--- config.mk ---
export PLATFORM = sky130hd
export DESIGN_NAME = tdm_demux4
export DESIGN_NICKNAME = d
export VERILOG_FILES = /design/src/rtl/tdm_pkg.sv /design/src/rtl/tdm_slot_ctr.sv /design/src/rtl/tdm_demux4.sv
export SDC_FILE = /design/constraint.sdc
export NUM_CORES = 1
export LEC_CHECK = 0
export ABC_AREA = 0
export CORE_AREA = 2 2 46 48
export CTS_BUF_LIST = sky130_fd_sc_hd__clkbuf_8
export DETAILED_ROUTE_END_ITERATION = 7
export DIE_AREA = 0 0 48 50
export GPL_ROUTABILITY_DRIVEN = 0
export HOLD_SLACK_MARGIN = 0.1
export MAX_ROUTING_LAYER = met4
export PLACE_DENSITY = 0.66
export SYNTH_ARGS = -nofsm -noshare
export SYNTH_HDL_FRONTEND = slang
export SYNTH_SLANG_ARGS = --single-unit
--- constraint.sdc ---
create_clock -name clk -period 2.2 [get_ports clk]
set_input_delay 0.22 -clock clk [delete_from_list [all_inputs] [get_ports clk]]
set_output_delay 0.22 -clock clk [all_outputs]
set_load 0.01 [all_outputs]
--- src/rtl/tdm_pkg.sv ---
// Shared types and constants for the 4-slot TDM demultiplexer.
package tdm_pkg;

  localparam int unsigned NUM_SLOTS = 4;

  typedef logic [1:0] slot_t;

  typedef enum logic {
    HUNT,
    LOCKED
  } state_e;

endpackage

--- src/rtl/tdm_slot_ctr.sv ---
// Slot index counter: clear to 0, load to 1, or increment with wrap from 3 to 0.
module tdm_slot_ctr
  import tdm_pkg::*;
(
  input  logic  clk,
  input  logic  rst,
  input  logic  inc,
  input  logic  load1,
  input  logic  clr,
  output slot_t cnt
);

  slot_t cnt_q, cnt_d;

  always_comb begin
    cnt_d = cnt_q;
    if (clr) begin
      cnt_d = '0;
    end else if (load1) begin
      cnt_d = slot_t'(1);
    end else if (inc) begin
      cnt_d = (cnt_q == slot_t'(NUM_SLOTS - 1)) ? '0 : cnt_q + slot_t'(1);
    end
  end

  always_ff @(posedge clk or posedge rst) begin
    if (rst) begin
      cnt_q <= '0;
    end else begin
      cnt_q <= cnt_d;
    end
  end

  assign cnt = cnt_q;

endmodule

--- src/rtl/tdm_demux4.sv ---
// Four-slot TDM demultiplexer: hunts for fsync, stages a frame, and publishes
// all four channels together when slot 3 arrives.
module tdm_demux4
  import tdm_pkg::*;
#(
  parameter int unsigned W = 1
) (
  input  logic         clk,
  input  logic         rst,
  input  logic [W-1:0] din,
  input  logic         din_valid,
  input  logic         fsync,
  output logic [W-1:0] y0,
  output logic [W-1:0] y1,
  output logic [W-1:0] y2,
  output logic [W-1:0] y3,
  output logic         frame_valid,
  output logic [1:0]   slot,
  output logic         locked,
  output logic         sync_err
);

  state_e       state_q, state_d;
  logic [W-1:0] stage_q [NUM_SLOTS];
  logic [W-1:0] stage_d [NUM_SLOTS];
  logic [W-1:0] y_q     [NUM_SLOTS];
  logic [W-1:0] y_d     [NUM_SLOTS];
  logic         fv_q, fv_d;
  logic         se_q, se_d;
  logic         inc, load1, clr;
  slot_t        cnt;

  tdm_slot_ctr u_slot_ctr (
    .clk   (clk),
    .rst   (rst),
    .inc   (inc),
    .load1 (load1),
    .clr   (clr),
    .cnt   (cnt)
  );

  always_comb begin
    state_d = state_q;
    stage_d = stage_q;
    y_d     = y_q;
    fv_d    = 1'b0;
    se_d    = 1'b0;
    inc     = 1'b0;
    load1   = 1'b0;
    clr     = 1'b0;
    if (din_valid) begin
      unique case (state_q)
        HUNT: begin
          if (fsync) begin
            stage_d[0] = din;
            load1      = 1'b1;
            state_d    = LOCKED;
          end
        end
        LOCKED: begin
          if (fsync) begin
            // Early sync restarts the frame; stale staging is overwritten before reuse.
            se_d       = (cnt != '0);
            stage_d[0] = din;
            load1      = 1'b1;
          end else if (cnt == '0) begin
            se_d    = 1'b1;
            clr     = 1'b1;
            state_d = HUNT;
          end else begin
            stage_d[cnt] = din;
            inc          = 1'b1;
            if (cnt == slot_t'(NUM_SLOTS - 1)) begin
              y_d  = stage_d;
              fv_d = 1'b1;
            end
          end
        end
        default: state_d = HUNT;
      endcase
    end
  end

  always_ff @(posedge clk or posedge rst) begin
    if (rst) begin
      state_q <= HUNT;
      fv_q    <= 1'b0;
      se_q    <= 1'b0;
      for (int i = 0; i < NUM_SLOTS; i++) begin
        stage_q[i] <= '0;
        y_q[i]     <= '0;
      end
    end else begin
      state_q <= state_d;
      fv_q    <= fv_d;
      se_q    <= se_d;
      stage_q <= stage_d;
      y_q     <= y_d;
    end
  end

  assign y0          = y_q[0];
  assign y1          = y_q[1];
  assign y2          = y_q[2];
  assign y3          = y_q[3];
  assign frame_valid = fv_q;
  assign sync_err    = se_q;
  assign slot        = cnt;
  assign locked      = (state_q == LOCKED);

endmodule

=== Word-level counts from Yosys, hierarchy flattened ===
Cells that the tools add are included.

* Bitwise operators: 4
* Reductions and logical operators: 7
* Multiplexer cells: 31
* Eq/ne operators: 3
* $add $sub $neg: 1
* Order comparisons: 2

{| class="wikitable"
|+ Operator list
! operator !! number
|-
| $mux 1 || 22
|-
| $mux 2 || 4
|-
| $reduce_and 5->1 || 1
|-
| $bwmux 4 || 1
|-
| $mux 4 || 1
|-
| $pmux 1 s2 || 2
|-
| $reduce_and 4->1 || 1
|-
| $ge 3x3->1 const B || 1
|-
| $lt 3x1->1 const B || 1
|-
| $ne 3x3->1 const B || 1
|-
| $not 1->1 || 3
|-
| $not 2->3 || 1
|-
| $reduce_and 3->1 || 1
|-
| $reduce_bool 3->1 || 1
|-
| $add 2x1->2 const B || 1
|-
| $demux 1 s2 || 1
|-
| $eq 2x2->1 const B || 1
|-
| $logic_not 2->1 || 1
|-
| $ne 2x2->1 const B || 1
|-
| $reduce_bool 2->1 || 1
|-
| $logic_and 1x1->1 || 1
|}

* Logic and storage cells: 60
* Input bits: 5
* Register bits: 13

=== Longest topological paths before layout ===
Gate-level depths: netlist of the first run.

* Depth after elaboration: 9
* Gate-level depth with buffers: 6
* Mapped depth without buffers: 6

=== Cells and area by module ===
A second synthesis of the first run with hierarchy kept.

* Cell total of the unflattened synthesis: 46
* Area total of the unflattened synthesis: 570.5 sq um

{| class="wikitable"
|+ Modules (own cells, without submodules)
! module !! cells an instance !! times used !! seq. area each (sq um) !! area an instance (sq um)
|-
| tdm_demux4 || 36 || 1 || 250.2 || 464.2
|-
| tdm_slot_ctr || 10 || 1 || 50.0 || 106.4
|}

=== Worst setup path after synthesis of the first run ===
Ideal clock, no wire load.

* Path type: reg-to-reg
* Start point: register u_slot_ctr.cnt_q[0], in the netlist u_slot_ctr.cnt[0]
* End point: register u_slot_ctr.cnt_q[1], in the netlist u_slot_ctr.cnt[1]
* Cell stages (with the launch flop): 6
* Arrival: 1.594 ns
* Period minus slack after synthesis: 1.671 ns
* Required time: 2.122 ns
* Slack: 0.529 ns
* Cell sequence: dfrtp_1 -> inv_1 -> ha_1 -> ha_1 -> or4b_1 -> a21boi_1

* Word-level cells in the longest chain between the ends: 6
* Elaborated cells between the ends (all ways): 16
* Classes of those cells: 1 x add/sub; 1 x eq/ne; 12 x mux; 2 x reduce/logical

{| class="wikitable"
|+ RTL lines
! item !! RTL line !! RTL
|-
| start: declaration || tdm_slot_ctr.sv:13 || <nowiki>slot_t cnt_q, cnt_d;</nowiki>
|-
| start signal: assignment || tdm_slot_ctr.sv:30 || <nowiki>cnt_q <= cnt_d;</nowiki>
|-
| parallel branches: the longest is 6 deep, another holds $add 2x1->2 || -- ||
|}

Several ways; the timed one is not identified. The select of a mux whose other input is x is not followed.
A chain may end at the register's enable or synchronous reset.

=== Final worst setup path of the first run ===
* Start point: register u_slot_ctr.cnt_q[0], in the netlist u_slot_ctr.cnt[0]
* End point: register y_q, in the netlist y3

* Word-level cells in the longest chain between the ends: 6
* Elaborated cells between the ends (all ways): 11
* Classes of those cells: 2 x order compare; 1 x eq/ne; 3 x mux; 2 x bitwise; 3 x reduce/logical

{| class="wikitable"
|+ RTL lines
! item !! RTL line !! RTL
|-
| $not 2->3 (implied by the code) || tdm_demux4.sv:71 || <nowiki>stage_d[cnt] = din;</nowiki>
|-
| $ge 3x3->1 (implied by the code) or $lt 3x1->1 (tied branches) || tdm_demux4.sv:71 ||
|-
| $logic_and 1x1->1 (implied by the code) || tdm_demux4.sv:71 ||
|-
| $mux 1 (implied by the code) || tdm_demux4.sv:71 ||
|-
| $demux 1 s2 || tdm_demux4.sv:71 ||
|-
| $bwmux 4 || tdm_demux4.sv:71 ||
|-
| end signal: assignment || tdm_demux4.sv:98 || <nowiki>y_q <= y_d;</nowiki>
|-
| end: declaration || tdm_demux4.sv:26 || <nowiki>logic [W-1:0] y_q [NUM_SLOTS];</nowiki>
|}

Parallel ways exist; a longest one is shown, timed or not.

==> impl_metrics.yaml, run 1 <==
timing:
  slew_headroom_pct: 68.3
  hold_violations: 0
  period_share_pct: 80.6
  timing.setup.tns_ns: 0
  fmax_mhz: 564
  worstMarginPinSlew_ns: 0.475
  fin_skew_ns: 0.00141
  rsz0062_at_grt: "no"
  min_period_ns: 1.77
  setup_viol: 0
  timing.hold.ws_ns: 0.296
  maxSlewViolCount: 0
die:
  start_util_pct: 33.7
  die-area_sq_mm: 0.00240
  die_w_um: 48
  pin_count: 14
  fp.coreArea_sq_mm: 0.00190
  die_h_um: 50
  rows: 16
synthesis:
  yosysUniqueCellTypes: 22
  synth_top_area_share_pct: 46.9
  synth_seq_cells: 12
  synth_most_common_cell: "dfrtp_1"
  synth.avg_cell_area_sq_um: 12.1
  syn_inst: 53
  synth.area.top_cells: "dfrtp_1, ha_1, mux2_2"
  synth_commonest_cells: "dfrtp_1, ha_1, inv_1"
  synthesis.nets: 65
  ys.flop_type: "dfrtp_1"
  yosysTopAreaCell: "dfrtp_1"
  async_flop_share_pct: 100
  synth-edff-count: 0
  synth.yosys.seq_area_share_pct: 46.9
  yosys_warnings: 0
  syn-cell-area_sq_um: 641
pwr:
  seqPwrFrac_pct: 36.5
  p_clk_share_pct: 18.8
  combinationalPowerShare_pct: 44.7
  power_switching_uw: 354
  power_density_mw_per_mm2: 1250
  leakage_nw: 0.391
  intPower_uw: 689
  swShare_pct: 33.9
  ir_drop_mv: 0.392
setup_path:
  cp-end-kind: "flip-flop"
  worstPathArrival_ns: 1.89
  start_kind: "flip-flop"
  path_class: "flip-flop to flip-flop"
  crit_fanout: 7
  cp.required_ns: 2.32
clocking:
  clk_pin_slew_worst_paths_ns: 0.05
  cts_hold_buf: 0
  cts_setup_buffers: 0
  cts_buffers: 3
  clkLatencyLatePin_ns: 0.24
  cts_tree: "yes"
  clockBufferDepth: 2
  cts_sinks: 12
  htreeDepth: 1
  root_buffer: "clkbuf_8"
  cts_resized: 0
grt:
  track_usage_pct: 11.4
  grt_overflow_total: 0
  antenna_found_initial: 0
  grt_max_degree: 13
  grt_pass1_vias: 421
  grt_pass1_wl_mm: 1.82
finish:
  nets: 82
  drive_gt1_share_pct: 14.7
  diodes: 0
  area_growth_pct: 30.3
  layout.cells.non_filler: 95
detailed_routing:
  drt_iter0_markers: 5
  viasPerCell: 4.69
  via_count: 446
  detail_route.wl_per_cell_um: 12.2
  drt_pass1_iterations: 4
  routed_wl_mm: 1.16
  ant_nets: 0
  drcViolationCount: 0
placed_design:
  port_buffers: 13
  hpwlAfterDp_um: 850
  placed_cells: 92
worst_hold_path:
  hp-class: "input port to async pin"
status:
  outcome: "finished clean"
run:
  maxCapViolations: 0
cell families after synthesis:
logic type / after synthesis / share of synthesized area, %
compound gates: 11 / 10.4
fa+ha+maj: 7 / 13.7
buf+inv: 5 / 4.10
flops: 12 / 46.9
mux: 7 / 13.1
simple gates: 11 / 11.9
final cells by class:
| cell class | count | area (sq um) |
|---|---|---|
| clock buffer | 3 | 41.3 |
| fill | 178 | 1070 |
| inverter | 4 | 15.0 |
| multi-input combinational | 36 | 314 |
| sequential | 12 | 300 |
| tap | 27 | 33.8 |
| timing repair buffer | 13 | 130 |
critical path, cell delays in order (launching register included):
cell      delay, ns
dfrtp_1        0.44
inv_1          0.11
ha_1           0.24
and4bb_1       0.47
nand2_4        0.09
mux2_4         0.30
power by group through the flow:
stage	logic (mW)	clock network, mW	registers [mW]
6_report	0.466	0.196	0.381
5_1_grt	0.512	0.215	0.395
4_1_cts	0.472	0.204	0.383
3_5_place_dp	0.469	0	0.385
3_3_place_gp	0.464	0	0.383
2_1_floorplan	0.250	0	0.405
registers in the layout (all words and copies together), names as in the netlist:
signal          count
stage_q             3
y3                  1
frame_valid         1
sync_err            1
y2                  1
locked              1
y0                  1
u_slot_ctr.cnt      2
y1                  1
worst paths after layout:
check | to | slack [ns] | start | depth (start not counted)
setup / recovery | y3$_DFFE_PP0P_ | 0.43 | u_slot_ctr.cnt[0]$_DFFE_PP0P_ | 5
hold / removal | frame_valid$_DFF_PP0_ | 0.30 | rst | 2
setup reg to reg | y3$_DFFE_PP0P_ | 0.43 | u_slot_ctr.cnt[0]$_DFFE_PP0P_ | 5
hold reg to reg | stage_q[1]$_DFFE_PP0P_ | 0.50 | stage_q[1]$_DFFE_PP0P_ | 1
max in group asynchronous | u_slot_ctr.cnt[0]$_DFFE_PP0P_ | 1.58 | rst | 2
min in group clk | stage_q[1]$_DFFE_PP0P_ | 0.50 | stage_q[1]$_DFFE_PP0P_ | 1
routing by layer:
layer / track usage (%) / vias up / share of wire [%]
met3: 3.30 / 5 / 4.7
met1: 13.8 / 209 / 50
met5: - / - / 0
met2: 15.6 / 15 / 41
met4: 8.11 / 0 / 3.8
li1: - / 217 / -
through the flow:
stage,utilization (%),instance area (sq um),power (mW),setup slack [ns]
finish,43.9,835,1.04,0.428
global route,43.9,835,1.12,0.306
CTS,43.9,835,1.06,0.407
detailed placement,41.7,793,0.854,0.394
global placement,41.7,793,0.847,0.427
floorplan,-,641,0.655,0.529
cells in the final DEF, fill, tap and decap left out, drive strengths merged:
master,n
clkdlybuf4s50,13
dfrtp,12
ha,7
nand2,5
mux2,5
inv,4
a21oi,3
a31oi,3
clkbuf,3
o21ai,2
mux2i,2
and4bb,1
or4,1
a21o,1
nor2b,1
o211ai,1
nor2,1
nor3b,1
or4b,1
a21boi,1
Note: power is estimated with default switching activity, not from simulation.
==> run 2, diff against run 1 <==
--- a/config.mk
+++ b/config.mk
@@ -13,7 +13,7 @@
 export GPL_ROUTABILITY_DRIVEN = 0
 export HOLD_SLACK_MARGIN = 0.1
 export MAX_ROUTING_LAYER = met4
-export PLACE_DENSITY = 0.66
+export PLACE_DENSITY = 0.68
 export SYNTH_ARGS = -nofsm -noshare
 export SYNTH_HDL_FRONTEND = slang
 export SYNTH_SLANG_ARGS = --single-unit
==> constraint.sdc (replaced) <==
create_clock -name clk -period 1.55 [get_ports clk]
set_input_delay 0.155 -clock clk [delete_from_list [all_inputs] [get_ports clk]]
set_output_delay 0.155 -clock clk [all_outputs]
set_load 0.01 [all_outputs]
==> run 2 against run 1 <==
  * Worst setup slack got worse by 0.38 ns
  * Hold slack got worse by 0.081 ns
  * Critical path depth unchanged
  * Via count increased by 9.0%
  * Die area unchanged
  * Total power increased by 74%
  * Highest routed layer unchanged
  * Non-clock buffer count increased by 11
==> impl_metrics.yaml, run 2 (synthesized netlist as in run 1, its figures left out) <==
pwr:
  p_total_mw: 1.81
  swShare_pct: 32.5
  intPower_mw: 1.22
  p_clk_share_pct: 19.3
  power_density_mw_per_mm2: 1840
  power_switching_uw: 590
  ir_drop_mv: 0.795
  leakage_nw: 0.456
  combinationalPowerShare_pct: 51.9
  seqPwrFrac_pct: 28.8
finish:
  largest_reg_flops: 3
  diodes: 0
  multi_input_area_sq_um: 359
  layout.cells.non_filler: 107
  final_common_cell: "clkdlybuf4s50_1"
  regMostFlops: "stage_q"
  most-common-layout-cells: "clkdlybuf4s50_1, dfrtp_1, buf_4"
  nFillCells: 169
  area_growth_pct: 54.3
  nets: 93
  seqCellArea_sq_um: 303
  drive_gt1_share_pct: 42.5
detailed_routing:
  detail_route.wl_per_cell_um: 11.9
  viasPerCell: 4.54
  ant_nets: 0
  routed_wl_mm: 1.27
  drt_pass1_iterations: 2
  via_count: 486
  drcViolationCount: 0
  drt_iter0_markers: 2
clocking:
  clockBufferDepth: 2
  cts_hold_buf: 0
  htreeDepth: 1
  root_buffer: "clkbuf_8"
  cts_sinks: 12
  cts_tree: "yes"
  clk_pin_slew_worst_paths_ns: 0.06
  clkLatencyLatePin_ns: 0.25
  cts_buffers: 3
timing:
  fmax_mhz: 666
  timing.final.ws_setup_ns: 0.0475
  min_period_ns: 1.50
  maxSlewViolCount: 0
  period_share_pct: 96.9
  slew_headroom_pct: 69.0
  hold_violations: 0
  worstMarginPinSlew_ns: 0.465
  rsz0062_at_grt: "yes"
  setup_viol: 0
  fin_skew_ns: 0.00643
run:
  maxCapViolations: 0
setup_path:
  cp.required_ns: 1.72
  crit_fanout: 3
  start_kind: "flip-flop"
  cp-end-kind: "flip-flop"
  path_class: "flip-flop to flip-flop"
  rr_worst_depth: 5
  worstPathArrival_ns: 1.68
die:
  start_util_pct: 33.7
  die-area_sq_mm: 0.00240
  rows: 16
  die_h_um: 50
  pin_count: 14
  die_w_um: 48
  fp.coreArea_sq_mm: 0.00190
grt:
  antenna_found_initial: 0
  grt_overflow_total: 0
  grt_pass1_vias: 510
  grt_pass1_wl_mm: 2.11
  grt_max_degree: 13
  track_usage_pct: 12.8
status:
  outcome: "finished clean"
worst_hold_path:
  hp-class: "input port to async pin"
placed_design:
  hpwlAfterDp_um: 966
  place_ws_ns: -0.105
  placed_cells: 101
  port_buffers: 13
[run 2: worst max-delay path: stages (launching register included)]
cell and delay (ns):
dfrtp_2 0.37, inv_2 0.05, ha_2 0.19, ha_4 0.15, or4b_4 0.51, a21boi_2 0.15
[run 2: power by group through the flow]
stage / Clock, mW / Sequential (mW) / Combinational [mW]
global placement: 0 / 0.514 / 0.800
floorplan: 0 / 0.583 / 0.360
CTS: 0.367 / 0.517 / 0.832
finish: 0.351 / 0.522 / 0.941
global route: 0.382 / 0.541 / 1.04
detailed placement: 0 / 0.522 / 0.814
[run 2: final cells by class]
type	instances	area share [%]
Clock buffer	4	5.57
Timing Repair Buffer	24	22.5
Tap cell	27	3.42
Multi-Input combinational cell	36	36.3
Inverter	4	1.52
Sequential cell	12	30.6
[run 2: timing repair]
action / CTS / global route
resized for setup: 3 / 11
setup endpoints to repair: 1 / 7
pin swaps: 1 / 3
setup buffers: 0 / 2
[run 2: metal layers]
| layer | global-route usage [%] | up-vias | wire length (um) |
|---|---|---|---|
| met5 | - | - | 0 |
| met4 | 4.05 | 0 | 14 |
| met3 | 5.49 | 3 | 60 |
| met2 | 20.4 | 10 | 658 |
| met1 | 14.0 | 234 | 536 |
| li1 | - | 239 | - |
[run 2: per-stage QoR]
step                      area (sq um)  TNS, ns  util, %  hold WS, ns
after floorplan                    646        0        -       0.0196
after global placement             866  -0.0561     45.5        0.486
after detailed placement           866   -0.154     45.5        0.486
after CTS                          927        0     48.8        0.232
after global routing               988  -0.0129     52.0        0.267
final                              988        0     52.0        0.215
[run 2: worst paths after layout]
kind	slack, ns	end	startpoint
max reg2reg	0.05	u_slot_ctr.cnt[1]$_DFFE_PP0P_	u_slot_ctr.cnt[0]$_DFFE_PP0P_
min	0.21	locked$_DFFE_PP0P_	rst
max in group asynchronous	0.99	u_slot_ctr.cnt[0]$_DFFE_PP0P_	rst
min in group clk	0.50	y0$_DFFE_PP0P_	stage_q[3]$_DFFE_PP0P_
min reg2reg	0.50	y0$_DFFE_PP0P_	stage_q[3]$_DFFE_PP0P_
max	0.05	u_slot_ctr.cnt[1]$_DFFE_PP0P_	u_slot_ctr.cnt[0]$_DFFE_PP0P_
==> run 3, diff against run 2 <==
--- a/config.mk
+++ b/config.mk
@@ -6,14 +6,15 @@
 export NUM_CORES = 1
 export LEC_CHECK = 0
 export ABC_AREA = 0
-export CORE_AREA = 2 2 46 48
+export CORE_AREA = 2 2 44 46
 export CTS_BUF_LIST = sky130_fd_sc_hd__clkbuf_8
 export DETAILED_ROUTE_END_ITERATION = 7
-export DIE_AREA = 0 0 48 50
+export DIE_AREA = 0 0 46 48
 export GPL_ROUTABILITY_DRIVEN = 0
 export HOLD_SLACK_MARGIN = 0.1
 export MAX_ROUTING_LAYER = met4
-export PLACE_DENSITY = 0.68
+export PLACE_DENSITY = 0.69
 export SYNTH_ARGS = -nofsm -noshare
 export SYNTH_HDL_FRONTEND = slang
+export SYNTH_HIERARCHICAL = 1
 export SYNTH_SLANG_ARGS = --single-unit
==> run 3 against run 2 <==
  * Cell area shrank 15%
  * Synthesized cell count is 13% lower
  * Register-to-register slack better by 0.04 ns
  * Hold slack gained 0.29 ns
  * Clock skew fell by 0.0051 ns
  * Critical endpoint is now u_slot_ctr/cnt[0]$_DFFE_PP0P_
  * Via count down 16%
==> impl_metrics.yaml, run 3 <==
clocking:
  cts_sinks: 12
  cts_tree: "yes"
  cts_buffers: 3
  clockBufferDepth: 2
  clk_pin_slew_worst_paths_ns: 0.05
  clkLatencyLatePin_ns: 0.23
  htreeDepth: 1
  root_buffer: "clkbuf_8"
synthesis:
  synth-edff-count: 0
  synth_most_common_cell: "dfrtp_1"
  async_flop_share_pct: 100
  ys.flop_type: "dfrtp_1"
  synth.area.top_cells: "dfrtp_1, mux2_2, ha_1"
  yosys_warnings: 6
  synth_top_area_share_pct: 52.6
  syn-cell-area_sq_um: 571
  synthesis.nets: 54
  synth.yosys.seq_area_share_pct: 52.6
  synth_commonest_cells: "dfrtp_1, mux2_2, inv_1"
  synth.avg_cell_area_sq_um: 12.4
  yosysTopAreaCell: "dfrtp_1"
  synth_seq_cells: 12
  syn_inst: 46
  yosysUniqueCellTypes: 17
placed_design:
  dpl_cell_area_sq_um: 762
  hpwlAfterDp_um: 767
  port_buffers: 13
pwr:
  p_clk_share_pct: 23.7
  ir_drop_mv: 0.830
  leakage_nw: 0.388
  swShare_pct: 28.7
  intPower_uw: 989
  seqPwrFrac_pct: 36.0
  power_switching_uw: 397
  power_density_mw_per_mm2: 1660
  combinationalPowerShare_pct: 40.3
detailed_routing:
  routed_wl_um: 972
  detail_route.wl_per_cell_um: 11.3
  viasPerCell: 4.73
  drt_iter0_markers: 4
  drt_pass1_iterations: 2
  ant_nets: 0
  drcViolationCount: 0
  via_count: 407
die:
  fp.coreArea_sq_mm: 0.00169
  die-area_sq_mm: 0.00221
  rows: 15
  die_h_um: 48
  pin_count: 14
  die_w_um: 46
  start_util_pct: 33.8
setup_path:
  cp.required_ns: 1.70
  cp-startpoint: "u_slot_ctr/cnt[0]$_DFFE_PP0P_"
  timing.rr.end: "u_slot_ctr/cnt[0]$_DFFE_PP0P_"
  worstPathArrival_ns: 1.61
  path_class: "flip-flop to flip-flop"
  cp-endpoint: "u_slot_ctr/cnt[0]$_DFFE_PP0P_"
  rr_worst_depth: 6
  start_kind: "flip-flop"
  rrSetupSlack_ns: 0.09
  crit_fanout: 4
  cp-end-kind: "flip-flop"
  r2r-start: "u_slot_ctr/cnt[0]$_DFFE_PP0P_"
timing:
  period_share_pct: 94.2
  maxSlewViolCount: 0
  worstMarginPinSlew_ns: 0.368
  min_period_ns: 1.46
  slew_headroom_pct: 75.4
  fin_skew_ns: 0.00138
  hold_violations: 0
  setup_viol: 0
  fmax_mhz: 685
  timing.setup.tns_ns: 0
grt:
  met2_usage_pct: 16.4
  grt_util_met3_pct: 6.79
  grt_pass1_vias: 368
  track_usage_pct: 10.6
  antenna_found_initial: 0
  grt_max_degree: 11
  grt_busiest_layer: "met2"
  grt_pass1_wl_mm: 1.51
  gr-usage-met1_pct: 11.7
  grt_overflow_total: 0
finish:
  fin_util_pct: 49.6
  diodes: 0
  area_growth_pct: 46.7
  final_common_cell: "clkdlybuf4s50_1"
  fin_area_sq_um: 837
  drive_gt1_share_pct: 39.1
  regMostFlops: "stage_q"
  most-common-layout-cells: "clkdlybuf4s50_1, dfrtp_1, mux2_2"
  largest_reg_flops: 3
  nets: 78
worst_hold_path:
  hp-class: "flip-flop to flip-flop"
  hold_depth: 1
status:
  outcome: "finished clean"
run:
  maxCapViolations: 0
==> run 3: kinds of logic (layout without fill, tap and decap cells) <==
kind of cell | count (synthesis) | count (layout) | share of synthesized area [%]
DFF | 12 | 12 | 52.6
and+or+nand+nor | 16 | 16 | 20.2
adders and majority gates | 3 | 3 | 6.58
muxes | 8 | 8 | 15.6
AOI/OAI and AO/OA | 1 | 1 | 1.10
buffers and inverters | 6 | 29 | 3.95
==> run 3: timing repair <==
item	4_1_cts	5_1_grt
setup buffers	0	0
endpoints found under the setup margin	0	1
hold buffers	1	0
endpoints found under the hold margin	2	0
resized for setup	0	2
==> run 3: worst min-delay path by stage <==
| stage | end | slack (ns) | start |
|---|---|---|---|
| detailed placement | u_slot_ctr/cnt[0]$_DFFE_PP0P_ | 0.34 | rst |
| global route | y3$_DFFE_PP0P_ | 0.53 | y3$_DFFE_PP0P_ |
| global placement | u_slot_ctr/cnt[1]$_DFFE_PP0P_ | 0.34 | rst |
| floorplan | u_slot_ctr/cnt[0]$_DFFE_PP0P_ | -0.10 | rst |
| finish | stage_q[3]$_DFFE_PP0P_ | 0.50 | stage_q[3]$_DFFE_PP0P_ |
| CTS | stage_q[3]$_DFFE_PP0P_ | 0.50 | stage_q[3]$_DFFE_PP0P_ |
==> run 3: cell type report <==
| type | instances | area, sq um |
|---|---|---|
| well taps | 17 | 21.3 |
| fillers | 155 | 852 |
| multi-input cells | 28 | 258 |
| repair buffers | 19 | 178 |
| clock buffers | 4 | 55.1 |
| flip-flops and latches | 12 | 303 |
| inverters | 6 | 22.5 |
==> run 3: per-layer routing <==
| metal | routed length, um | part of all wire, % |
|---|---|---|
| met5 | 0 | 0 |
| met4 | 0 | 0 |
| met3 | 56 | 5.8 |
| met2 | 454 | 47 |
| met1 | 461 | 47 |
==> run 3: worst max-delay path, cell delays in order, from the launching register on <==
cell	delay, ns
dfrtp_2	0.35
or2_2	0.12
ha_2	0.19
nand3_4	0.11
inv_1	0.11
or3b_1	0.34
a31oi_1	0.15
==> run 3: stage by stage <==
step | std cells | power [mW] | hold WS [ns] | worst slack, ns
3_3_place_gp | 81 | 1.05 | 0.341 | -0.113
2_1_floorplan | 46 | 0.779 | -0.104 | 0.0350
6_report | 86 | 1.39 | 0.501 | 0.0898
3_5_place_dp | 81 | 1.05 | 0.342 | -0.145
5_1_grt | 86 | 1.49 | 0.527 | -0.00183
4_1_cts | 86 | 1.39 | 0.505 | 0.0484
==> run 3: power groups by stage <==
| stage | logic [mW] | registers, mW | clock network [mW] |
|---|---|---|---|
| after floorplan | 0.217 | 0.562 | 0 |
| after CTS | 0.558 | 0.498 | 0.337 |
| after global placement | 0.545 | 0.500 | 0 |
| final | 0.559 | 0.500 | 0.328 |
| after detailed placement | 0.553 | 0.499 | 0 |
| after global routing | 0.613 | 0.518 | 0.355 |
